## src/rtl/value_reg_arbiter.sv

```systemverilog
// Two-requester round-robin arbiter in front of one shared value register.
// Optional byte swapping of write data / read responses: VALUE_REG_ARBITER_BYTE_SWAP_EN.
module value_reg_arbiter #(
  parameter int               WIDTH       = 16,
  parameter logic [WIDTH-1:0] RESET_VALUE = '0
) (
  input  logic             CLK,
  input  logic             ASYNCRESETN,
  input  logic             a_req,
  input  logic             a_we,
  input  logic             a_swap,
  input  logic [WIDTH-1:0] a_wdata,
  input  logic             b_req,
  input  logic             b_we,
  input  logic             b_swap,
  input  logic [WIDTH-1:0] b_wdata,
  output logic             a_gnt,
  output logic             b_gnt,
  output logic             a_rvalid,
  output logic             b_rvalid,
  output logic [WIDTH-1:0] rdata,
  output logic [WIDTH-1:0] value
);

  localparam int HALF = WIDTH / 2;

  logic             prio;
  logic             any_gnt;
  logic             sel_we;
  logic             sel_swap;
  logic [WIDTH-1:0] sel_wdata;
  logic [WIDTH-1:0] next_value;
  logic [WIDTH-1:0] resp;
  logic             a_swap_en;
  logic             b_swap_en;

  function automatic logic [WIDTH-1:0] swap_halves(input logic [WIDTH-1:0] d);
    return {d[HALF-1:0], d[WIDTH-1:HALF]};
  endfunction

`ifdef VALUE_REG_ARBITER_BYTE_SWAP_EN
  assign a_swap_en = a_swap;
  assign b_swap_en = b_swap;
`else
  logic unused_swap;
  assign unused_swap = a_swap ^ b_swap;
  assign a_swap_en   = 1'b0;
  assign b_swap_en   = 1'b0;
`endif

  // Grants are gated by reset so nothing can be granted while it is held.
  assign a_gnt   = ASYNCRESETN & a_req & (~b_req | ~prio);
  assign b_gnt   = ASYNCRESETN & b_req & ~a_gnt;
  assign any_gnt = a_gnt | b_gnt;

  assign sel_we    = b_gnt ? b_we      : a_we;
  assign sel_swap  = b_gnt ? b_swap_en : a_swap_en;
  assign sel_wdata = b_gnt ? b_wdata   : a_wdata;

  assign next_value = (any_gnt && sel_we)
                      ? (sel_swap ? swap_halves(sel_wdata) : sel_wdata)
                      : value;

  // A swapped read only swaps the response; the register itself is untouched.
  assign resp = (!sel_we && sel_swap) ? swap_halves(next_value) : next_value;

  always_ff @(posedge CLK or negedge ASYNCRESETN) begin
    if (!ASYNCRESETN) begin
      value    <= RESET_VALUE;
      rdata    <= '0;
      a_rvalid <= 1'b0;
      b_rvalid <= 1'b0;
      prio     <= 1'b0;
    end else begin
      value    <= next_value;
      a_rvalid <= a_gnt;
      b_rvalid <= b_gnt;
      if (any_gnt) begin
        rdata <= resp;
        prio  <= a_gnt;
      end
    end
  end

endmodule

```

## config.mk

```make
export PLATFORM = sky130hd
export DESIGN_NAME = value_reg_arbiter
export DESIGN_NICKNAME = d
export VERILOG_FILES = /design/src/rtl/value_reg_arbiter.sv
export SDC_FILE = /design/constraint.sdc
export NUM_CORES = 1
export LEC_CHECK = 0
export CAP_MARGIN = 20
export CORE_UTILIZATION = 45
export DETAILED_ROUTE_END_ITERATION = 10
export DONT_BUFFER_PORTS = 1
export GPL_TIMING_DRIVEN = 0
export SYNTH_ARGS = -nofsm -noshare
export SYNTH_HDL_FRONTEND = slang
export SYNTH_SLANG_ARGS = --single-unit
```

## constraint.sdc

```tcl
create_clock -name CLK -period 3.2 [get_ports CLK]
set_clock_uncertainty 0.2 [all_clocks]
set_input_delay 0.32 -clock CLK [delete_from_list [all_inputs] [get_ports CLK]]
set_output_delay 0.32 -clock CLK [all_outputs]
set_load 0.005 [all_outputs]
```

==> reports/results.ini <==
[run]
cap_violations = 0

[power_and_ir_drop]
p_per_area_nw_per_um2 = 598
internal_power_uw = 731
p_leak_nw = 0.822
finalPower_mw = 1.07
sequentialPowerShare = 0.594
swShare = 0.315
p_sw_uw = 336
clockPowerShare = 0.212
p_comb_frac = 0.194
max-vdd-ir-drop_uv = 241

[logic_synthesis]
syn_area_sq_um = 1650
synth_seq_cells = 35
syn-num-nets = 181
syn_inst = 141
yosys_warnings = 0
synth_cell_types = 23
yosysSeqAreaShare = 0.532
synth.avg_cell_area_sq_um = 11.7

[setup_path]
crit_type = flip-flop to primary output
critPathSlowestCell = dfrtp_1
worstPathRequired_ps = 2680
r2r_end = value[13]
end_kind = primary output
rr_startpoint = prio
critPathMaxFanout = 10
crit_start = prio
crit_path_frequent_cell = buf_2
start_kind = flip-flop
rrSetupSlack_ps = 1290
worstRegToRegCells = 5
cp_cell_sequence = nor2b_1 -> buf_2 -> buf_2 -> nor2_1
cp.arrival_ps = 1450
slowest_delay_ps = 440

[sta]
setup_violations = 0
finalCritPeriodShare = 0.614
fin_setup_tns_ps = 0
period_needed_ps = 1970
final_hold_viol_count = 0
rsz0062_at_grt = false
worst_pin_slew_ps = 581
clock.fmax_mhz = 509
fin_hold_ws_ps = 67.2
maxSlewHeadroom = 0.610
final_max_slew_viol_count = 0

[finish]
diodes = 0
nFillCells = 322
finalNetCount = 190
postLayoutCoreUtil = 0.522
area_growth_pct = 8.36
drive_gt1_frac = 0.199
stdcell_area_sq_um = 1780

[grt]
track_usage = 0.221
antenna_found_initial = 0
grt_max_degree = 38
grt.overflow.total = 0
grt_pass1_wl_um = 6500
grt_pass1_vias = 1223

[place]
dpl.hpwl_um = 2760
io_buffers = 0
gp_congestion = 0.715
post_dp_cell_area_sq_um = 1700

[die]
design.core.area_sq_um = 3420
chipWidth_um = 62.5
io_pins = 76
row_count = 21
start_util = 0.482
die_y_um = 62.5
die_area_sq_um = 3910

[routing]
firstDrtPassIters = 4
wl_met3_um = 266
via_count = 1209
wl_met1_um = 1830
drt-total-wl_um = 3980
drc = 0
first_iter_violations = 76
dr_wl_met2_um = 1840
wire_per_inst_um = 20.2
routed.top_layer = met4
ant_nets = 0
viasPerCell = 6.14

[clocking]
clock_sinks = 35
cts_resized = 0
root_buffer = clkbuf_4
cts_tree = done
htree_levels = 2
clock_path_buffers = 2
numCtsBuffers = 5
worst_skew_pair.late_latency_ps = 330
path_clk_slew_ps = 100

[worst_hold_path]
worst_hold_path.num_cells = 3
min_to = value[5]
hold_path_startpoint = b_wdata[5]
hold_class = primary input to flip-flop

[run_status]
status = finished clean

-- how the worst max path moves through the flow --
stage          slack, ps   endpoint  cells past startpoint
3_3_place_gp        1300   value[9]                      5
4_1_cts             1220      b_gnt                      4
6_report            1230      b_gnt                      4
2_1_floorplan       1470  rdata[10]                      6
3_5_place_dp        1280  value[14]                      5
5_1_grt             1140      b_gnt                      4
-- per-layer routing --
layer	vias to the layer above	global-route usage
met5	-	0
met1	603	0.294
met2	45	0.329
met4	0	0.0959
met3	5	0.0693
li1	556	-
-- registers in the layout, indices dropped and copies added, names as in the netlist --
name / flops
a_rvalid: 1
rdata: 16
b_rvalid: 1
prio: 1
value: 16
-- placed cells by master (no fill, tap or decap) --
| master | netlist | final |
|---|---|---|
| a221o_1 | 16 | 16 |
| o32ai_4 | 1 | 1 |
| a22o_1 | 1 | 1 |
| buf_12 | 0 | 1 |
| nand3_1 | 16 | 16 |
| nand2_1 | 1 | 1 |
| dlygate4sd3_1 | 0 | 1 |
| a21boi_2 | 1 | 1 |
| nand2b_4 | 1 | 1 |
| buf_6 | 3 | 3 |
| buf_2 | 4 | 4 |
| a21oi_1 | 6 | 6 |
| o21ai_1 | 1 | 1 |
| dfrtp_1 | 35 | 35 |
| a32oi_4 | 1 | 1 |
| buf_4 | 1 | 1 |
| a21oi_2 | 10 | 10 |
| and2_1 | 3 | 3 |
| nor2b_1 | 1 | 1 |
| a21o_1 | 16 | 16 |
| nand2_2 | 1 | 1 |
| clkbuf_1 | 4 | 6 |
| inv_1 | 1 | 1 |
| nor2_1 | 1 | 1 |
| clkinv_2 | 0 | 1 |
| o21ai_0 | 16 | 16 |
| clkbuf_4 | 0 | 5 |
-- logic make-up (layout without fill, tap and decap cells) --
| logic type | after synthesis | in the layout | share of synthesized area |
|---|---|---|---|
| AO/OA/AOI/OAI | 69 | 69 | 0.339 |
| AND/OR/NAND/NOR | 24 | 24 | 0.0805 |
| buffers and inverters | 13 | 23 | 0.0486 |
| flip-flops | 35 | 35 | 0.532 |
-- what timing repair did --
| item | in CTS | in global routing |
|---|---|---|
| hold buffers | 2 | 0 |
| hold endpoints to repair | 37 | 0 |
| setup buffers | 0 | 0 |
-- synth_stat cells --
cell type / number / area, sq um
a21o_1: 16 / 120
and2_1: 3 / 18.8
buf_2: 4 / 20.0
nand3_1: 16 / 80.1
a21oi_2: 10 / 87.6
buf_6: 3 / 33.8
a21boi_2: 1 / 11.3
dfrtp_1: 35 / 876
buf_4: 1 / 7.51
a22o_1: 1 / 8.76
o32ai_4: 1 / 27.5
clkbuf_1: 4 / 15.0
nand2_1: 1 / 3.75
o21ai_0: 16 / 80.1
o21ai_1: 1 / 5.00
a21oi_1: 6 / 30.0
a32oi_4: 1 / 27.5
nor2b_1: 1 / 6.26
a221o_1: 16 / 160
nor2_1: 1 / 3.75
nand2b_4: 1 / 13.8
inv_1: 1 / 3.75
nand2_2: 1 / 6.26
-- worst max-delay path: cells and delay by family (launching register included) --
family / cells / cell delay, ps
buffers and inverters: 2 / 460
flip-flops: 1 / 440
AND/OR/NAND/NOR: 2 / 210
-- power groups by stage --
| stage | Combinational, mW | Clock (mW) | Sequential, mW |
|---|---|---|---|
| 2_1_floorplan | 0.163 | 0 | 0.618 |
| 3_3_place_gp | 0.188 | 0 | 0.638 |
| 3_5_place_dp | 0.196 | 0 | 0.644 |
| 4_1_cts | 0.209 | 0.236 | 0.635 |
| 5_1_grt | 0.230 | 0.252 | 0.646 |
| 6_report | 0.207 | 0.226 | 0.634 |
-- final cells by class --
type | count | area, sq um | share of cell area
well taps | 46 | 57.6 | 0.0323
flip-flops and latches | 35 | 876 | 0.491
inverters | 1 | 3.75 | 0.00210
repair buffers | 2 | 30.0 | 0.0168
clock buffers | 7 | 45.0 | 0.0252
plain buffers | 12 | 76.3 | 0.0428
multi-input cells | 93 | 691 | 0.387
clock inverters | 1 | 5.00 | 0.00281
-- through the flow --
| stage | instances | worst slack [ps] |
|---|---|---|
| final | 197 | 1230 |
| after global routing | 197 | 1140 |
| after CTS | 197 | 1220 |
| after detailed placement | 187 | 1280 |
| after global placement | 187 | 1300 |
| after floorplan | 141 | 1470 |
Note: power is estimated with default switching activity, not from simulation.
